===== src/rtl/letc_core_muldiv.sv =====
// letc_core_muldiv: iterative RV32M multiply/divide unit.
//   Shift-add multiply and restoring divide on operand magnitudes. The sign
//   is applied to the final value. BITS_PER_CYCLE bits are retired per
//   iteration.
// Ports:
//   i_clk, i_rst      clock, synchronous active-high reset
//   i_flush           abort any in-flight op and discard its result
//   i_valid/o_ready   request handshake; i_op = funct3, i_operands[0]=rs1, [1]=rs2
//   o_valid/i_ready   response handshake; o_result holds the result
module letc_core_muldiv #(
  parameter int XLEN           = 32,
  parameter int BITS_PER_CYCLE = 1
) (
  input  logic                     i_clk,
  input  logic                     i_rst,
  input  logic                     i_flush,
  input  logic                     i_valid,
  output logic                     o_ready,
  input  logic [2:0]               i_op,
  input  logic [1:0][XLEN-1:0]     i_operands,
  output logic                     o_valid,
  input  logic                     i_ready,
  output logic [XLEN-1:0]          o_result
);

  localparam int ITERS = XLEN / BITS_PER_CYCLE;
  localparam int CW    = $clog2(ITERS + 1);

  typedef enum logic [1:0] {S_IDLE, S_BUSY, S_DONE} state_t;

  state_t              state;
  logic [CW-1:0]       cnt;
  logic [2:0]          op_q;
  logic                neg;
  // Multiply: shf = multiplier (shifts right), opd = multiplicand (shifts left),
  //           acc = product accumulator.
  // Divide:   shf = dividend shifting out / quotient shifting in,
  //           opd = divisor, acc[XLEN-1:0] = partial remainder.
  logic [XLEN-1:0]     shf;
  logic [2*XLEN-1:0]   opd;
  logic [2*XLEN-1:0]   acc;

  // Request decode.
  logic [XLEN-1:0] a, b, ma, mb, spec_res;
  logic            a_sgn, b_sgn, sa, sb, div_zero, div_ovf, req_neg;

  always_comb begin
    a        = i_operands[0];
    b        = i_operands[1];
    a_sgn    = (i_op == 3'd1) || (i_op == 3'd2) || (i_op == 3'd4) || (i_op == 3'd6);
    b_sgn    = (i_op == 3'd1) || (i_op == 3'd4) || (i_op == 3'd6);
    sa       = a_sgn & a[XLEN-1];
    sb       = b_sgn & b[XLEN-1];
    // Negating the most-negative value wraps to 2^(XLEN-1), which is the
    // correct unsigned magnitude.
    ma       = sa ? -a : a;
    mb       = sb ? -b : b;
    // A remainder takes the dividend's sign. Every other result takes the
    // xor of the two signs. MUL and MULHU have both signs cleared.
    req_neg  = (i_op[2] & i_op[1]) ? sa : (sa ^ sb);
    div_zero = i_op[2] && (b == '0);
    div_ovf  = ((i_op == 3'd4) || (i_op == 3'd6)) &&
               (a == {1'b1, {(XLEN-1){1'b0}}}) && (b == '1);
    spec_res = '0;
    if (div_zero)     spec_res = i_op[1] ? a : '1;
    else if (div_ovf) spec_res = i_op[1] ? '0 : {1'b1, {(XLEN-1){1'b0}}};
  end

  // One iteration, unrolled over BITS_PER_CYCLE bits.
  logic [2*XLEN-1:0] nxt_acc, nxt_opd;
  logic [XLEN-1:0]   nxt_shf;
  logic [XLEN:0]     rem_try;

  always_comb begin
    nxt_acc = acc;
    nxt_opd = opd;
    nxt_shf = shf;
    rem_try = '0;
    for (int k = 0; k < BITS_PER_CYCLE; k++) begin
      if (!op_q[2]) begin
        if (nxt_shf[0]) nxt_acc = nxt_acc + nxt_opd;
        nxt_opd = nxt_opd << 1;
        nxt_shf = nxt_shf >> 1;
      end else begin
        rem_try = {nxt_acc[XLEN-1:0], nxt_shf[XLEN-1]};
        nxt_shf = nxt_shf << 1;
        if (rem_try >= {1'b0, opd[XLEN-1:0]}) begin
          rem_try    = rem_try - {1'b0, opd[XLEN-1:0]};
          nxt_shf[0] = 1'b1;
        end
        nxt_acc[XLEN-1:0] = rem_try[XLEN-1:0];
      end
    end
  end

  // Sign correction of the final value, taken from this cycle's iteration output.
  logic [2*XLEN-1:0] prod;
  logic [XLEN-1:0]   quo, rmd_mag, rmd, fin_res;

  always_comb begin
    prod    = neg ? -nxt_acc : nxt_acc;
    quo     = neg ? -nxt_shf : nxt_shf;
    rmd_mag = nxt_acc[XLEN-1:0];
    rmd     = neg ? -rmd_mag : rmd_mag;
    if (op_q[2])              fin_res = op_q[1] ? rmd : quo;
    else if (op_q[1:0] == '0) fin_res = prod[XLEN-1:0];
    else                      fin_res = prod[2*XLEN-1:XLEN];
  end

  always_ff @(posedge i_clk) begin
    if (i_rst) begin
      state    <= S_IDLE;
      o_ready  <= 1'b1;
      o_valid  <= 1'b0;
      o_result <= '0;
      cnt      <= '0;
      op_q     <= '0;
      neg      <= 1'b0;
      shf      <= '0;
      opd      <= '0;
      acc      <= '0;
    end else if (i_flush) begin
      state   <= S_IDLE;
      o_ready <= 1'b1;
      o_valid <= 1'b0;
    end else begin
      case (state)
        S_IDLE: if (i_valid) begin
          op_q    <= i_op;
          neg     <= req_neg;
          acc     <= '0;
          shf     <= i_op[2] ? ma : mb;
          opd     <= {{XLEN{1'b0}}, (i_op[2] ? mb : ma)};
          o_ready <= 1'b0;
          if (div_zero || div_ovf) begin
            o_result <= spec_res;
            o_valid  <= 1'b1;
            state    <= S_DONE;
          end else begin
            cnt   <= CW'(ITERS);
            state <= S_BUSY;
          end
        end
        S_BUSY: begin
          acc <= nxt_acc;
          opd <= nxt_opd;
          shf <= nxt_shf;
          cnt <= cnt - 1'b1;
          if (cnt == CW'(1)) begin
            o_result <= fin_res;
            o_valid  <= 1'b1;
            state    <= S_DONE;
          end
        end
        S_DONE: if (i_ready) begin
          o_valid <= 1'b0;
          o_ready <= 1'b1;
          state   <= S_IDLE;
        end
        default: begin
          state   <= S_IDLE;
          o_ready <= 1'b1;
          o_valid <= 1'b0;
        end
      endcase
    end
  end

endmodule


===== config.mk =====
export PLATFORM = sky130hd
export DESIGN_NAME = letc_core_muldiv
export DESIGN_NICKNAME = d
export VERILOG_FILES = /design/src/rtl/letc_core_muldiv.sv
export SDC_FILE = /design/constraint.sdc
export NUM_CORES = 1
export LEC_CHECK = 0
export ABC_AREA = 0
export CORE_MARGIN = 4
export CORE_UTILIZATION = 26
export CTS_BUF_LIST = sky130_fd_sc_hd__clkbuf_8
export DETAILED_ROUTE_END_ITERATION = 8
export PLACE_DENSITY = 0.53
export SETUP_SLACK_MARGIN = 0.15
export SYNTH_ARGS = -nofsm -noshare
export SYNTH_HDL_FRONTEND = slang
export SYNTH_SLANG_ARGS = --single-unit
export TNS_END_PERCENT = 1

===== constraint.sdc =====
create_clock -name i_clk -period 16.5 [get_ports i_clk]
set_input_delay 1.65 -clock i_clk [delete_from_list [all_inputs] [get_ports i_clk]]
set_output_delay 1.65 -clock i_clk [all_outputs]
set_load 0.005 [all_outputs]

==> results of run 1 <==
[kinds of logic (layout without fill, tap and decap cells)]
group	count (synthesis)	in the layout	synth area share
adder cells (fa/ha/maj)	104	104	0.0604
multiplexers	88	88	0.0414
AO/OA/AOI/OAI	1114	1114	0.335
AND/OR/NAND/NOR	1105	1105	0.241
other	0	1	0
XOR/XNOR	193	193	0.0776
flip-flops	206	206	0.189
buffers and inverters	303	314	0.0553
[sequential cells by signal, indices dropped and copies added, names as in the netlist]
| signal | cells |
|---|---|
| neg | 1 |
| state | 2 |
| cnt | 6 |
| opd | 64 |
| shf | 32 |
| op_q | 3 |
| o_valid | 1 |
| acc | 64 |
| o_ready | 1 |
| o_result | 32 |
[worst max path at each step]
stage / end / slack [ns] / depth (start not counted)
2_1_floorplan: o_result[30]$_SDFFE_PP0P_ / 11.08 / 22
3_3_place_gp: o_result[29]$_SDFFE_PP0P_ / 9.96 / 15
3_5_place_dp: o_result[29]$_SDFFE_PP0P_ / 9.84 / 15
4_1_cts: o_result[29]$_SDFFE_PP0P_ / 9.82 / 15
5_1_grt: o_result[29]$_SDFFE_PP0P_ / 9.31 / 15
6_report: o_result[29]$_SDFFE_PP0P_ / 9.65 / 15
[critical path: stages (launching register included)]
cell,delay (ns)
dfxtp_1,0.35
inv_1,0.07
ha_1,0.38
a21oi_1,0.30
o21ai_1,0.21
a221oi_2,0.35
nand3_2,0.49
nor2_1,1.05
a311o_2,0.38
nand4b_2,0.15
or4_1,0.61
or4_1,0.88
or4b_1,0.78
nor2_1,0.16
mux2_2,0.34
a22o_1,0.22
[through the flow]
stage / instances / worst slack (ns) / cell area (um^2)
after floorplan: 3113 / 11.08 / 21800
after global placement: 4124 / 9.96 / 23700
after detailed placement: 4124 / 9.84 / 23700
after CTS: 4194 / 9.82 / 24500
after global routing: 4194 / 9.31 / 24500
final: 4195 / 9.65 / 24500
[cells in the mapped netlist (all sizes together), types with 16 or more instances]
cell | number | share of area
a31oi | 42 | 0.013
o22ai | 21 | 0.0067
nor4 | 30 | 0.0093
nor2 | 378 | 0.065
nand3 | 67 | 0.016
a221oi | 16 | 0.0078
nand4 | 57 | 0.017
or3 | 39 | 0.011
buf | 45 | 0.011
nor3 | 94 | 0.022
a211oi | 136 | 0.047
a21oi | 292 | 0.068
o41ai | 16 | 0.0068
or4 | 17 | 0.0062
nand2b | 32 | 0.0092
a22oi | 94 | 0.032
xnor2 | 122 | 0.049
and3 | 22 | 0.0063
clkbuf | 161 | 0.028
ha | 102 | 0.059
xor2 | 71 | 0.029
o21a | 25 | 0.0086
mux2i | 74 | 0.034
o211ai | 37 | 0.013
nand2 | 276 | 0.048
a21o | 32 | 0.011
o21ai | 236 | 0.055
dfxtp | 206 | 0.19
inv | 94 | 0.016
and2 | 40 | 0.012
o31ai | 38 | 0.014
[cell type report]
class                   instances  area (um^2)
clock buffers                  47          647
flip-flops and latches        206         4130
multi-input cells            2604        16500
clock inverters                23          125
inverters                      97          364
repair buffers                147         1370
fillers                      9101        58000
well taps                    1070         1340
diodes                          1         2.50
[power breakdown]
group | internal (uW) | total (uW) | switching, uW
sequential | 514 | 534 | 20.5
clock | 274 | 535 | 261
combinational | 165 | 505 | 340
[layout by cell type, fill, tap and decap left out, types with 15 or more instances in the layout]
master,instances
a311oi_1,15
o41ai_1,15
a21oi_1,286
dfxtp_1,204
nand4_1,56
clkbuf_8,47
inv_1,109
or4_1,15
o31ai_1,37
mux2i_1,74
or3_1,39
a31oi_1,40
and3_1,22
nor4_1,29
o211ai_1,36
a22oi_1,94
o21ai_1,15
nand2b_1,31
xnor2_1,122
a21o_1,32
nand3_1,64
and2_1,38
nor3_1,92
a211oi_1,136
o22ai_1,20
nor2_1,375
nand2_1,271
clkdlybuf4s50_1,104
o21ai_0,217
buf_4,42
ha_1,102
o21a_1,25
xor2_1,71
[routing by layer]
layer  global-route usage  wire (um)  share of wire
met5                    0          8       0.000079
met4               0.0801       4330          0.043
met3               0.0365       8560          0.085
met2                0.325      42400           0.42
met1                0.309      45700           0.45
==> impl_metrics.yaml, run 1 <==
synth:
  syn-num-nets: 3289
  synth_seq_cells: 206
  yosysUniqueCellTypes: 103
  yosysWarnings: 0
  syn_area_mm2: 0.0218
  synth_edf_count: 0
  ys_seq_area_frac: 0.189
  syn_inst: 3113
  async_reset_ff_frac: 0
  synthFlopType: "dfxtp_1"
  postSynthAreaPerCell_um2: 7.00
sta:
  period_share: 0.415
  skew_ns: 0.0554
  worstMarginPinSlew_ns: 1.24
  hold_viol: 0
  fmax_mhz: 146
  setup_viol: 0
  rsz0062_at_grt: "no"
  finalCriticalPeriod_ns: 6.85
  maxSlewHeadroom: 0.166
  finalMaxSlewViolations: 0
  timing.hold.ws_ns: 0.485
  tns_ns: 0
drt:
  wire_per_inst_um: 24.1
  ant_nets: 0
  drt_pass1_iterations: 7
  drt_wl_total_um: 101000
  dr_total_vias: 24749
  via_per_inst: 5.90
  drc_errors: 0
  drtIter0Drc: 2843
setup_path:
  required_ns: 17.01
  crit_fanout: 18
  cp-end-kind: "flop"
  reg2reg_depth: 15
  rr_endpoint: "o_result[29]$_SDFFE_PP0P_"
  rr_startpoint: "opd[22]$_SDFFE_PP0P_"
  critPathKind: "flop to flop"
  timing.critical_path.from: "opd[22]$_SDFFE_PP0P_"
  start_kind: "flop"
  rrSetupSlack_ns: 9.65
  critPathArrivalTime_ns: 7.37
clocking:
  root_buffer: "clkbuf_8"
  clkTransAtPathRegs_ns: 0.06
  numCtsBuffers: 41
  cts_tree: "yes"
  cts.repair.resized: 0
  htree_levels: 2
  cts_buffer_depth: 3
  cts_setup_buffers: 0
  clock_latency_ns: 0.63
  cts.sinks: 206
  holdBufCountCts: 0
floorplan:
  die_width_um: 297
  core_region_area_mm2: 0.0825
  die_area_mm2: 0.0885
  rows: 105
  die_y_um: 297
  ios: 106
  initial_core_util: 0.264
outcome:
  outcome: "complete, no violations"
power:
  leakage_uw: 0.00876
  ir_drop_mv: 0.0460
  power_uw: 1580
  p_per_area_mw_per_mm2: 64.3
global_route:
  grt.overflow.total: 0
  grt_pass1_vias: 22867
  grt_max_degree: 90
  grtUsageTotal: 0.216
  antenna_found_initial: 4
  grt_pass1_wl_um: 150000
hold_path:
  hp-class: "flop to flop"
  hold_end: "shf[16]$_SDFFE_PP0P_"
  min_from: "shf[16]$_SDFFE_PP0P_"
  min_delay_path_depth: 2
placement:
  hpwl_um: 78000
  gp_congestion: 0.960
  portBuffers: 105
final_layout:
  area_delta_synth_final_pct: 12.5
  nets: 3273
  fin_util: 0.297
  drive_above_1_share: 0.0589
flow_run:
  drv_cap: 0
No activity file was read; power rests on OpenSTA's default activity.
==> run 2, diff against run 1 <==
clock period = 6.5 ns   (was 16.5 ns; I/O delays follow)
==> run 2 against run 1 <==
- clock skew fell by 0.027 ns
- clock power rose to 2.9 times the previous value
- cell area rose by 1.8%
- first-iteration DRC count fell by 0.98%
- hold slack got worse by 0.025 ns
- wire length rose by 1.6%
- sequential cell count did not move
- fmax rose by 16%
- die area did not move
- final cell count rose by 1.0%
- critical path depth did not move
- critical endpoint unchanged
- highest routed layer unchanged
==> impl_metrics.yaml, run 2 (same netlist as run 1, synthesis figures left out) <==
power:
  power_frac_comb: 0.311
  seqPwrFrac: 0.322
  switchingPower_uw: 1640
  p_per_area_mw_per_mm2: 169
  p_int_uw: 2580
  clkPwrFrac: 0.367
  leakage_uw: 0.00901
  switching_share: 0.388
  ir_drop_mv: 0.113
sta:
  hold_viol: 0
  rsz0062_at_grt: "no"
  skew_ns: 0.0279
  fmax_mhz: 170
  maxSlewHeadroom: 0.254
  finalMaxSlewViolations: 0
  finalCriticalPeriod_ns: 5.90
  period_share: 0.907
  tns_ns: 0
  setup_viol: 0
  worstMarginPinSlew_ns: 1.10
  timing.hold.ws_ns: 0.460
floorplan:
  initial_core_util: 0.264
  rows: 105
  die_area_mm2: 0.0885
  core_region_area_mm2: 0.0825
  ios: 106
  die_y_um: 297
  die_width_um: 297
global_route:
  grt_pass1_vias: 22897
  grt_pass1_wl_um: 152000
  grt.overflow.total: 0
  grtUsageTotal: 0.221
  grt_max_degree: 107
  antenna_found_initial: 2
setup_path:
  reg2reg_depth: 15
  required_ns: 7.03
  max_stage_delay_ns: 0.73
  rrSetupSlack_ns: 0.60
  rr_endpoint: "o_result[29]$_SDFFE_PP0P_"
  path_cells: "buf_4 > ha_1 > nand4_1 > nor4_1 > nand4_1 > and3_1 > nand2_2 > a311o_2 > nand4b_2 > or4_1 > or4_1 > or4b_1 > nor2_1 > mux2_2 > a22o_1"
  critPathKind: "flop to flop"
  start_kind: "flop"
  cp_slowest_cell: "or4b_1"
  cp-end-kind: "flop"
  crit_fanout: 17
  rr_startpoint: "acc[19]$_SDFFE_PP0P_"
  critPathArrivalTime_ns: 6.43
  timing.critical_path.from: "acc[19]$_SDFFE_PP0P_"
hold_path:
  hold_end: "shf[22]$_SDFFE_PP0P_"
  min_delay_path_depth: 2
  min_from: "i_rst"
  hp-class: "input pin to flop"
clocking:
  htree_levels: 2
  clkTransAtPathRegs_ns: 0.07
  cts.sinks: 206
  clock_latency_ns: 0.66
  root_buffer: "clkbuf_8"
  holdBufCountCts: 0
  cts_buffer_depth: 3
  cts.repair.resized: 0
  numCtsBuffers: 44
  cts_setup_buffers: 0
  cts_tree: "yes"
final_layout:
  fin_util: 0.302
  most-common-layout-cells: "nor2_1, a21oi_1, nand2_1"
  biggestRegsByFlops: "acc: 64 flops, opd: 64 flops"
  area_delta_synth_final_pct: 14.5
  final_common_cell: "nor2_1"
  nets: 3313
  drive_above_1_share: 0.0729
drt:
  ant_nets: 0
  wire_per_inst_um: 24.2
  dr_total_vias: 25032
  drt_wl_total_um: 103000
  via_per_inst: 5.91
  drc_errors: 0
  drt_pass1_iterations: 8
  drtIter0Drc: 2815
flow_run:
  drv_cap: 0
placement:
  portBuffers: 105
  gp_congestion: 0.990
  hpwl_um: 79600
outcome:
  outcome: "complete, no violations"
run 2: changes by cell type in the layout (fill, tap and decap cells not counted), sizes merged:
cell / previous run / this run
clkbuf: 47 / 55
inv: 111 / 108
bufinv: 1 / 2
buf: 43 / 80
clkinv: 8 / 9
run 2: stage by stage:
step	area [um^2]	setup slack, ns	std cells	power, uW
after floorplan	21800	1.08	3113	2190
after global placement	24000	0.708	4161	2660
after detailed placement	24000	0.768	4161	2660
after CTS	24900	0.770	4238	4220
after global routing	24900	0.378	4238	4400
final	24900	0.604	4239	4220
run 2: power by group through the flow:
stage	Sequential, uW	Clock [uW]	Combinational (uW)
5_1_grt	1360	1640	1400
4_1_cts	1360	1580	1280
2_1_floorplan	1360	0	831
6_report	1360	1550	1310
3_3_place_gp	1380	0	1280
3_5_place_dp	1380	0	1270
run 2: layer usage:
metal	vias to the layer above	part of all wire	global-route usage
met5	-	0.00013	0
met4	2	0.055	0.106
met3	213	0.084	0.0371
met2	1122	0.41	0.323
met1	12040	0.45	0.312
li1	11655	-	-
run 2: worst max-delay path by stage:
stage	end	slack (ns)	cells past startpoint
final	o_result[29]$_SDFFE_PP0P_	0.60	15
after global routing	o_result[29]$_SDFFE_PP0P_	0.38	18
after CTS	o_result[29]$_SDFFE_PP0P_	0.77	17
after global placement	o_result[29]$_SDFFE_PP0P_	0.71	14
after detailed placement	o_result[29]$_SDFFE_PP0P_	0.77	17
after floorplan	o_result[30]$_SDFFE_PP0P_	1.08	22
run 2: critical path, delay by kind of cell, from the launching register on:
family,cells,cell delay (ns)
simple gates,10,3.87
compound gates,2,0.60
fa+ha+maj,1,0.39
flops,1,0.37
mux,1,0.35
buf+inv,1,0.18
run 2: final cells by class:
class	count	area (um^2)
fillers	9140	57600
multi-input cells	2604	16500
flip-flops and latches	206	4130
inverters	97	364
diodes	1	2.50
clock inverters	22	160
clock buffers	55	757
repair buffers	184	1670
well taps	1070	1340
